[src/rtl/axi_burst_splitter_if.sv]
// rtl/axi_burst_splitter_if.sv - request and burst-command bundle for axi_burst_splitter
// The slave modport is the splitter itself; master is whoever issues requests and takes bursts.
interface axi_burst_splitter_if #(
  parameter int AXI_ADDR_W     = 32,
  parameter int AXI_DATA_W     = 32,
  parameter int TRANSFER_LEN_W = 20
);
  localparam int LOG_B = $clog2(AXI_DATA_W / 8);
  localparam int OFF_W = (LOG_B > 0) ? LOG_B : 1;

  logic                      cmd_valid_i;
  logic                      cmd_ready_o;
  logic [AXI_ADDR_W-1:0]     cmd_addr_i;
  logic [TRANSFER_LEN_W-1:0] cmd_len_i;
  logic                      burst_valid_o;
  logic                      burst_ready_i;
  logic [AXI_ADDR_W-1:0]     burst_addr_o;
  logic [7:0]                burst_len_o;
  logic [2:0]                burst_size_o;
  logic [OFF_W-1:0]          burst_offset_o;
  logic [12:0]               burst_bytes_o;
  logic                      burst_first_o;
  logic                      burst_last_o;
  logic                      busy_o;
  logic                      done_o;

  modport slave (
    input  cmd_valid_i, cmd_addr_i, cmd_len_i, burst_ready_i,
    output cmd_ready_o, burst_valid_o, burst_addr_o, burst_len_o, burst_size_o,
           burst_offset_o, burst_bytes_o, burst_first_o, burst_last_o, busy_o, done_o
  );

  modport master (
    output cmd_valid_i, cmd_addr_i, cmd_len_i, burst_ready_i,
    input  cmd_ready_o, burst_valid_o, burst_addr_o, burst_len_o, burst_size_o,
           burst_offset_o, burst_bytes_o, burst_first_o, burst_last_o, busy_o, done_o
  );
endinterface

[src/rtl/axi_burst_splitter.sv]
// rtl/axi_burst_splitter.sv - splits a byte-granular transfer into AXI bursts
// Bursts stop at 4 KB boundaries and at MAX_BEATS beats; fields derive from the live address/remaining regs.
module axi_burst_splitter #(
  parameter int AXI_ADDR_W     = 32,
  parameter int AXI_DATA_W     = 32,
  parameter int TRANSFER_LEN_W = 20,
  parameter int MAX_BEATS      = 256
) (
  input  logic                 clk,
  input  logic                 rst_n,
  axi_burst_splitter_if.slave  bus
);
  localparam int B         = AXI_DATA_W / 8;
  localparam int LOG_B     = $clog2(B);
  localparam int OFF_W     = (LOG_B > 0) ? LOG_B : 1;
  localparam int CW        = (TRANSFER_LEN_W > 14) ? TRANSFER_LEN_W : 14;
  localparam int MAX_BYTES = MAX_BEATS * B;
  localparam logic [13:0] CAP = (MAX_BYTES > 4096) ? 14'd4096 : 14'(MAX_BYTES);

  typedef enum logic [1:0] {IDLE, EMIT, DONE} state_t;

  state_t                    state, state_nxt;
  logic [AXI_ADDR_W-1:0]     a;
  logic [TRANSFER_LEN_W-1:0] r;
  logic                      first;

  logic [13:0] off, base, lim, room, bytes, span;
  logic [7:0]  len;
  logic        last;

  always_comb begin
    off   = 14'(a[11:0] & 12'(B - 1));
    base  = 14'(a[11:0]) - off;
    lim   = 14'd4096 - base;
    if (lim > CAP)
      lim = CAP;
    // lim is at least one beat and off < B, so room is never zero
    room  = lim - off;
    bytes = (CW'(r) < CW'(room)) ? 14'(r) : room;
    span  = off + bytes + 14'(B - 1);
    len   = 8'((span >> LOG_B) - 14'd1);
    last  = (CW'(bytes) == CW'(r));
  end

  always_comb begin
    state_nxt          = state;
    bus.cmd_ready_o    = 1'b0;
    bus.burst_valid_o  = 1'b0;
    bus.burst_addr_o   = '0;
    bus.burst_len_o    = '0;
    bus.burst_size_o   = '0;
    bus.burst_offset_o = '0;
    bus.burst_bytes_o  = '0;
    bus.burst_first_o  = 1'b0;
    bus.burst_last_o   = 1'b0;
    bus.busy_o         = 1'b0;
    bus.done_o         = 1'b0;
    case (state)
      IDLE: begin
        bus.cmd_ready_o = 1'b1;
        if (bus.cmd_valid_i)
          state_nxt = (bus.cmd_len_i == '0) ? DONE : EMIT;
      end
      EMIT: begin
        bus.burst_valid_o  = 1'b1;
        bus.busy_o         = 1'b1;
        bus.burst_addr_o   = a;
        bus.burst_len_o    = len;
        bus.burst_size_o   = 3'(LOG_B);
        bus.burst_offset_o = OFF_W'(off);
        bus.burst_bytes_o  = 13'(bytes);
        bus.burst_first_o  = first;
        bus.burst_last_o   = last;
        if (bus.burst_ready_i && last)
          state_nxt = DONE;
      end
      DONE: begin
        bus.done_o = 1'b1;
        state_nxt  = IDLE;
      end
      default: state_nxt = IDLE;
    endcase
  end

  always_ff @(posedge clk or negedge rst_n) begin
    if (!rst_n)
      state <= IDLE;
    else
      state <= state_nxt;
  end

  always_ff @(posedge clk or negedge rst_n) begin
    if (!rst_n) begin
      a     <= '0;
      r     <= '0;
      first <= 1'b0;
    end else if (state == IDLE && bus.cmd_valid_i) begin
      a     <= bus.cmd_addr_i;
      r     <= bus.cmd_len_i;
      first <= 1'b1;
    end else if (state == EMIT && bus.burst_ready_i) begin
      a     <= a + AXI_ADDR_W'(bytes);
      r     <= r - TRANSFER_LEN_W'(bytes);
      first <= 1'b0;
    end
  end
endmodule

[src/flat_wrapper.sv]
// flat-port wrapper written by rule: the top's interface ports become plain ports
module axi_burst_splitter_flat 
#(
  parameter int AXI_ADDR_W     = 32,
  parameter int AXI_DATA_W     = 32,
  parameter int TRANSFER_LEN_W = 20,
  parameter int MAX_BEATS      = 256
)
  (clk, rst_n, bus_cmd_valid_i, bus_cmd_addr_i, bus_cmd_len_i, bus_burst_ready_i, bus_cmd_ready_o, bus_burst_valid_o, bus_burst_addr_o, bus_burst_len_o, bus_burst_size_o, bus_burst_offset_o, bus_burst_bytes_o, bus_burst_first_o, bus_burst_last_o, bus_busy_o, bus_done_o);
  axi_burst_splitter_if #(.AXI_ADDR_W(AXI_ADDR_W), .AXI_DATA_W(AXI_DATA_W), .TRANSFER_LEN_W(TRANSFER_LEN_W)) bus_i ();
  input  logic clk;
  input  logic rst_n;
  input wire logic [$bits(bus_i.cmd_valid_i)-1:0] bus_cmd_valid_i;
  input wire logic [$bits(bus_i.cmd_addr_i)-1:0] bus_cmd_addr_i;
  input wire logic [$bits(bus_i.cmd_len_i)-1:0] bus_cmd_len_i;
  input wire logic [$bits(bus_i.burst_ready_i)-1:0] bus_burst_ready_i;
  output wire logic [$bits(bus_i.cmd_ready_o)-1:0] bus_cmd_ready_o;
  output wire logic [$bits(bus_i.burst_valid_o)-1:0] bus_burst_valid_o;
  output wire logic [$bits(bus_i.burst_addr_o)-1:0] bus_burst_addr_o;
  output wire logic [$bits(bus_i.burst_len_o)-1:0] bus_burst_len_o;
  output wire logic [$bits(bus_i.burst_size_o)-1:0] bus_burst_size_o;
  output wire logic [$bits(bus_i.burst_offset_o)-1:0] bus_burst_offset_o;
  output wire logic [$bits(bus_i.burst_bytes_o)-1:0] bus_burst_bytes_o;
  output wire logic [$bits(bus_i.burst_first_o)-1:0] bus_burst_first_o;
  output wire logic [$bits(bus_i.burst_last_o)-1:0] bus_burst_last_o;
  output wire logic [$bits(bus_i.busy_o)-1:0] bus_busy_o;
  output wire logic [$bits(bus_i.done_o)-1:0] bus_done_o;
  assign bus_i.cmd_valid_i = bus_cmd_valid_i;
  assign bus_i.cmd_addr_i = bus_cmd_addr_i;
  assign bus_i.cmd_len_i = bus_cmd_len_i;
  assign bus_i.burst_ready_i = bus_burst_ready_i;
  assign bus_cmd_ready_o = bus_i.cmd_ready_o;
  assign bus_burst_valid_o = bus_i.burst_valid_o;
  assign bus_burst_addr_o = bus_i.burst_addr_o;
  assign bus_burst_len_o = bus_i.burst_len_o;
  assign bus_burst_size_o = bus_i.burst_size_o;
  assign bus_burst_offset_o = bus_i.burst_offset_o;
  assign bus_burst_bytes_o = bus_i.burst_bytes_o;
  assign bus_burst_first_o = bus_i.burst_first_o;
  assign bus_burst_last_o = bus_i.burst_last_o;
  assign bus_busy_o = bus_i.busy_o;
  assign bus_done_o = bus_i.done_o;
  axi_burst_splitter #(.AXI_ADDR_W(AXI_ADDR_W), .AXI_DATA_W(AXI_DATA_W), .TRANSFER_LEN_W(TRANSFER_LEN_W), .MAX_BEATS(MAX_BEATS)) u_core (.clk(clk), .rst_n(rst_n), .bus(bus_i));
endmodule
[config.mk]
export PLATFORM = sky130hd
export DESIGN_NAME = axi_burst_splitter_flat
export DESIGN_NICKNAME = d
export VERILOG_FILES = /design/src/rtl/axi_burst_splitter_if.sv /design/src/rtl/axi_burst_splitter.sv /design/src/flat_wrapper.sv
export SDC_FILE = /design/constraint.sdc
export NUM_CORES = 1
export LEC_CHECK = 0
export ABC_AREA = 0
export CAP_MARGIN = 20
export CORE_ASPECT_RATIO = 0.6
export CORE_MARGIN = 2
export CORE_UTILIZATION = 30
export DETAILED_ROUTE_END_ITERATION = 10
export DONT_BUFFER_PORTS = 1
export PLACE_DENSITY = 0.46
export SKIP_CTS_REPAIR_TIMING = 1
export SYNTH_ARGS = -nofsm -noshare
export SYNTH_HDL_FRONTEND = slang
export SYNTH_SLANG_ARGS = --single-unit
export TNS_END_PERCENT = 20
[constraint.sdc]
create_clock -name clk -period 8.4 [get_ports clk]
set_input_delay 1.68 -clock clk [delete_from_list [all_inputs] [get_ports clk]]
set_output_delay 1.68 -clock clk [all_outputs]
set_load 0.02 [all_outputs]
==> run metrics, run 1 <==
status complete, no violations; CTS Root Cell clkbuf_16; first-pass GRT wire length ~33 mm; initial antenna violation count 0; fin crit share between 90 and 100%; IO Port Bufs 0; DRC viols 0; initial core utilization between 30% and 40%; clk sink count 55; pin count of the biggest net entering global routing between 50 and 60; CTS tree yes; Routed WL about 22 mm; H-tree depth 2; setup slack after layout 0.285 ns; Seq cells post-synth 55; complex-gate fraction of the synthesized area 26.1%; Final Net Count 872; Detailed Place HPWL 17.4 mm; Synth Area in Adders between 10% and 20%; ys async rst share 100%; row count 40; Final setup viols 0; GRT overflow 0; critical-path maximum fanout 8; Die Ht roughly 110 um; Fin Clk Skew 0.0136 ns; Fill cells between 2k and 2.5k; multiplexer area fraction after synthesis around 1.2%; P&R area growth vs syn 11.5%; Slew headroom about two fifths; IO Pins between 100 and 150; dominant cells by area after synthesis dfrtp_1 (23%), ha_1 (9.8%), nor2_1 (4.7%); Mean Syn Cell Area approximately 7.9 um^2; measured slew at the worst slew-check pin between 0.9 and 1 ns; Worst EP required 6.72 ns; Skew-Pair Late Insertion Delay ~0.32 ns; most common cell in the netlist nor2_1; Die Wd between 150 and 200 um; sequential fraction of the synthesis area around 23%; Synth Area in XOR/XNOR roughly 6.0%; max cap viols 0; post-synth top area cell dfrtp_1; clock slew at reported path FFs roughly 0.080 ns; Worst Setup End Kind output port; WL/cell around 21 um; clk buf depth 2; Max Fclk about 0.12 GHz; commonest cells in the netlist nor2_1 (76), nand2_1 (60), dfrtp_1 (55), o21ai_0 (48), ha_1 (47); Yosys cell types 76; Mapped Area ~0.0060 mm^2; Hold Violations, Final 0; GP Congestion 0.879; vias per cell between 5 and 6; simple-gate share of the synthesized area a little over a quarter; Yosys warnings 0; gr usage total about a fifth; vias 5954; startpoint types flip-flop; setup_tns 0 ns; worst slack at placement 0.0963 ns; post-synth top area share 22.9%; die footprint between 0.02 and 0.025 mm^2; largest family of logic cells by synthesized area simple AND/OR/NAND/NOR gates; Critical Path AT roughly 6.4 ns; Core Box Area about 0.020 mm^2; Mapped Cells ~770; Main synth FF type dfrtp_1; DRT iter0 DRCs approximately 530; fin crit period 8.12 ns; Max Slew Vio Count 0; vias in the first global route between 5k and 6k; WS Path Type flip-flop to output port; share of cells above drive strength 1 between 10% and 20%; Num CTS Buffers 5; Post-synth EDFFs 0; First-pass DRT Iterations 5; Post-DRT Antenna Nets 0; Hold/Removal Path Class flip-flop to flip-flop; ant diodes 0
==> state kept, by name, summed over array words and instances (netlist names) <==
register	cells
u_core.first	1
u_core.a	32
u_core.r	20
u_core.state	2
==> worst max-delay path, stage by stage (launching register included) <==
cell	delay, ns
dfrtp_2	0.46
inv_1	0.11
ha_1	0.19
or4b_4	0.52
o2111ai_4	0.29
nand2_4	0.12
or3_1	0.35
or4_4	0.54
o21ai_2	0.09
inv_1	0.06
ha_1	0.20
nor4_2	0.22
o211ai_1	0.13
a21o_1	0.17
a21o_1	0.19
mux2i_1	0.20
ha_1	0.30
nor2_4	0.11
inv_1	0.07
fa_2	0.43
or4_4	0.56
a31oi_4	0.23
o221ai_2	0.13
xnor2_1	0.19
nor2_1	0.07
buf_4	0.17
==> through the flow <==
stage	hold WS [ns]	cell area, um^2	cells	util [%]
3_3_place_gp	0.453	6340	1022	32.0
2_1_floorplan	0.439	6020	767	-
4_1_cts	0.487	6510	1031	32.8
6_report	0.479	6710	1040	33.9
5_1_grt	0.504	6710	1040	33.9
3_5_place_dp	0.470	6360	1023	32.1
==> per-layer routing <==
metal  GRT usage (%)  vias up  share of wire (%)
li1                -     2794                  -
met1            33.3     2924                 54
met2            27.1      224                 38
met3            5.02       12                7.4
met4            1.75        0               0.36
met5               0        -                  0
==> kinds of logic (layout without fill, tap and decap cells) <==
logic type / count (synthesis) / count (layout)
xor+xnor: 41 / 41
mux: 7 / 7
fa+ha+maj: 50 / 50
buf+inv: 88 / 88
flops: 55 / 55
compound gates: 215 / 215
other cells: 1 / 2
simple gates: 309 / 309
==> cell type report <==
type	count	area, um^2	area share [%]
clock buffer	5	125	1.86
clock inverter	3	22.5	0.336
inverter	43	161	2.41
multi-input combinational	624	4390	65.5
sequential	55	1380	20.6
tap	273	342	5.09
timing repair buffer	37	285	4.25
==> cell usage in the layout, fill, tap and decap left out, types with 5 or more instances in the layout <==
cell / Yosys / layout
o31ai_1: 7 / 6
nor4_1: 14 / 12
clkbuf_16: 0 / 5
and3_1: 9 / 9
or2_2: 6 / 6
mux2i_1: 7 / 7
dfrtp_1: 55 / 53
a22oi_1: 19 / 19
a221o_1: 13 / 13
or4_1: 8 / 6
nor3_1: 22 / 22
nor2_1: 76 / 74
and2_1: 35 / 34
buf_4: 7 / 36
o21ai_0: 48 / 46
inv_1: 43 / 43
nand4_1: 9 / 9
xnor2_1: 30 / 29
a21oi_1: 35 / 34
nand2_1: 60 / 60
o211ai_1: 7 / 7
ha_1: 47 / 47
a211oi_1: 7 / 6
nor2b_1: 5 / 5
or3_1: 14 / 14
a31oi_1: 10 / 9
nand2b_1: 6 / 6
a21boi_0: 6 / 6
a21o_1: 20 / 20
nand3_1: 27 / 27
xor2_1: 11 / 11
==> final timing paths <==
| path | start | slack [ns] | cells past startpoint | endpoint |
|---|---|---|---|---|
| setup reg to reg | u_core.a[2] | 1.00 | 30 | u_core.a[28] |
| hold / removal | u_core.state[1] | 0.48 | 1 | u_core.state[1] |
| hold reg to reg | u_core.state[1] | 0.48 | 1 | u_core.state[1] |
| max in group asynchronous | rst_n | 7.22 | 0 | u_core.r[0] |
| setup / recovery | u_core.a[2] | 0.28 | 25 | bus_burst_len_o[7] |
| min in group asynchronous | rst_n | 1.05 | 0 | u_core.a[28] |
Power of run 1 is left out: the tool's default activity adds up to more than one toggle a clock period on the data nets, which glitch-free logic cannot reach.
==> run 2: changes to the inputs <==
--- a/config.mk
+++ b/config.mk
@@ -7,12 +7,15 @@
 export LEC_CHECK = 0
 export ABC_AREA = 0
 export CAP_MARGIN = 20
+export CELL_PAD_IN_SITES_DETAIL_PLACEMENT = 1
+export CELL_PAD_IN_SITES_GLOBAL_PLACEMENT = 1
 export CORE_ASPECT_RATIO = 0.6
 export CORE_MARGIN = 2
 export CORE_UTILIZATION = 30
+export CTS_CLUSTER_DIAMETER = 150
 export DETAILED_ROUTE_END_ITERATION = 10
 export DONT_BUFFER_PORTS = 1
-export PLACE_DENSITY = 0.46
+export PLACE_DENSITY = 0.58
 export SKIP_CTS_REPAIR_TIMING = 1
 export SYNTH_ARGS = -nofsm -noshare
 export SYNTH_HDL_FRONTEND = slang
==> run 2 against run 1 <==
Effect of this change: sequential cell count unchanged; largest cell class unchanged; setup slack got worse by 0.051 ns; count of clock-buffer cells in the layout increased by 2; critical path type unchanged.
==> run metrics, run 2 (same netlist as run 1, synthesis figures left out) <==
commonest non-fill, non-tap cell in the layout nor2_1; clk sink count 55 (unchanged); Critical Path AT 6.49 ns (+0.05 ns); setup_tns 0 ns (unchanged); vias 5972 (+0.30%); IO Port Bufs 0 (unchanged); vias in the first global route 5975 (+8.4%); most frequent cells in the layout nor2_1 (74), nand2_1 (59), dfrtp_1 (53); status complete, no violations; IO Pins 120 (unchanged); share of cells above drive strength 1 12.7% (+0.93 points); measured slew at the worst slew-check pin 0.915 ns (-0.00133 ns); Max Fclk 0.122 GHz (-0.63%); CTS Root Cell clkbuf_16; Hold/Removal Path Class flip-flop to flip-flop; Core Box Area 0.0198 mm^2 (unchanged); startpoint types flip-flop; Routed WL 23.2 mm (+4.0%); clk buf depth 2 (unchanged); P&R area growth vs syn 12.5%; First-pass DRT Iterations 5 (unchanged); fin util 34.1% (+0.29 points); Worst EP required 6.72 ns (about the same); row count 40 (unchanged); vias per cell 5.75 (+0.40%); clock slew at reported path FFs 0.09 ns (about the same); Largest regs u_core.a: 32 flops, u_core.r: 20 flops, u_core.state: 2 flops; die footprint 0.0212 mm^2 (unchanged); Fin Clk Skew 0.0133 ns (-0.000269 ns); ant diodes 0 (unchanged); initial antenna violation count 0 (unchanged); fin crit period 8.17 ns (+0.0512 ns); first-pass GRT wire length 36.1 mm (+7.9%); Max Slew Vio Count 0 (unchanged); GRT overflow 0 (unchanged); Final setup viols 0 (unchanged); DRT iter0 DRCs 354 (-34%); pin count of the biggest net entering global routing 57 (+1.8%); gr usage total 21.9% (+1.4 points); Num CTS Buffers 5 (unchanged); H-tree depth 2 (unchanged); critical-path maximum fanout 8 (unchanged); initial core utilization 30.4% (unchanged); Slew headroom 38.9% (+0.17 points); Die Wd 187 um (unchanged); hold slack final 0.479 ns (+0.000110 ns); GP Congestion 0.907 (+3.2%); DRC viols 0 (unchanged); Final Net Count 871 (-0.11%); fin crit share 97.2% (+0.61 points); max cap viols 0 (unchanged); Detailed Place HPWL 18.2 mm (+4.3%); CTS tree yes; Top reg by flops u_core.a; WS Path Type flip-flop to output port; Post-DRT Antenna Nets 0 (unchanged); Die Ht 114 um (unchanged); Worst Setup End Kind output port; WL/cell 22.3 um (+4.1%); Skew-Pair Late Insertion Delay 0.32 ns (about the same); Hold Violations, Final 0 (unchanged); max FFs per register 32 (unchanged)
[run 2: cell types whose count changed in the layout (fill, tap and decap cells not counted), moves of 2 or more]
cell	previous run	this run
inv_2	0	2
clkbuf_8	0	2
ha_1	47	45
inv_1	43	41
[run 2: stage by stage]
stage / cells / instance area, um^2 / setup WS [ns]
finish: 1039 / 6770 / 0.234
detailed placement: 1023 / 6370 / 0.00130
CTS: 1031 / 6530 / -0.385
global route: 1039 / 6770 / -0.0186
global placement: 1022 / 6340 / 0.268
floorplan: 767 / 6020 / 0.00201
[run 2: worst paths after layout]
kind                                 endpoint         start  depth (start not counted)  slack (ns)
min reg2reg                      u_core.first  u_core.first                          2        0.48
max in group asynchronous         u_core.a[2]         rst_n                          0        7.20
max reg2reg                      u_core.a[28]   u_core.a[2]                         30        0.89
min                              u_core.first  u_core.first                          2        0.48
min in group asynchronous        u_core.r[11]         rst_n                          0        1.06
max                        bus_burst_len_o[7]   u_core.a[2]                         25        0.23
[run 2: layout make-up]
type                    count  area, um^2
flip-flops and latches     55        1380
clock inverters             1        7.51
clock buffers               7         153
repair buffers             36         290
well taps                 273         342
multi-input cells         624        4430
fillers                  2410       13100
inverters                  43         161
[run 2: critical path: stages, from the launching register on]
cell and delay (ns):
dfrtp_2 0.45, inv_2 0.11, ha_4 0.18, or4b_4 0.53, o2111ai_4 0.26, nand2_4 0.11
or3_1 0.36, or4_4 0.55, o21ai_2 0.09, inv_1 0.06, ha_1 0.20, nor4_2 0.21
o211ai_1 0.15, a21o_1 0.19, a21o_1 0.21, mux2i_2 0.16, ha_1 0.34, nor2_2 0.14
inv_1 0.08, fa_2 0.44, or4_4 0.56, a31oi_4 0.24, o221ai_2 0.13, xnor2_1 0.14
nor2_1 0.12, buf_4 0.16
[run 2: metal layers]
layer | vias up | track usage [%] | part of all wire, %
met2 | 167 | 31.2 | 40
met4 | 0 | 1.90 | 0.44
met1 | 2987 | 34.8 | 54
met3 | 12 | 3.91 | 6.1
li1 | 2806 | - | -
met5 | - | 0 | 0
Power of run 2 is left out for the same reason.
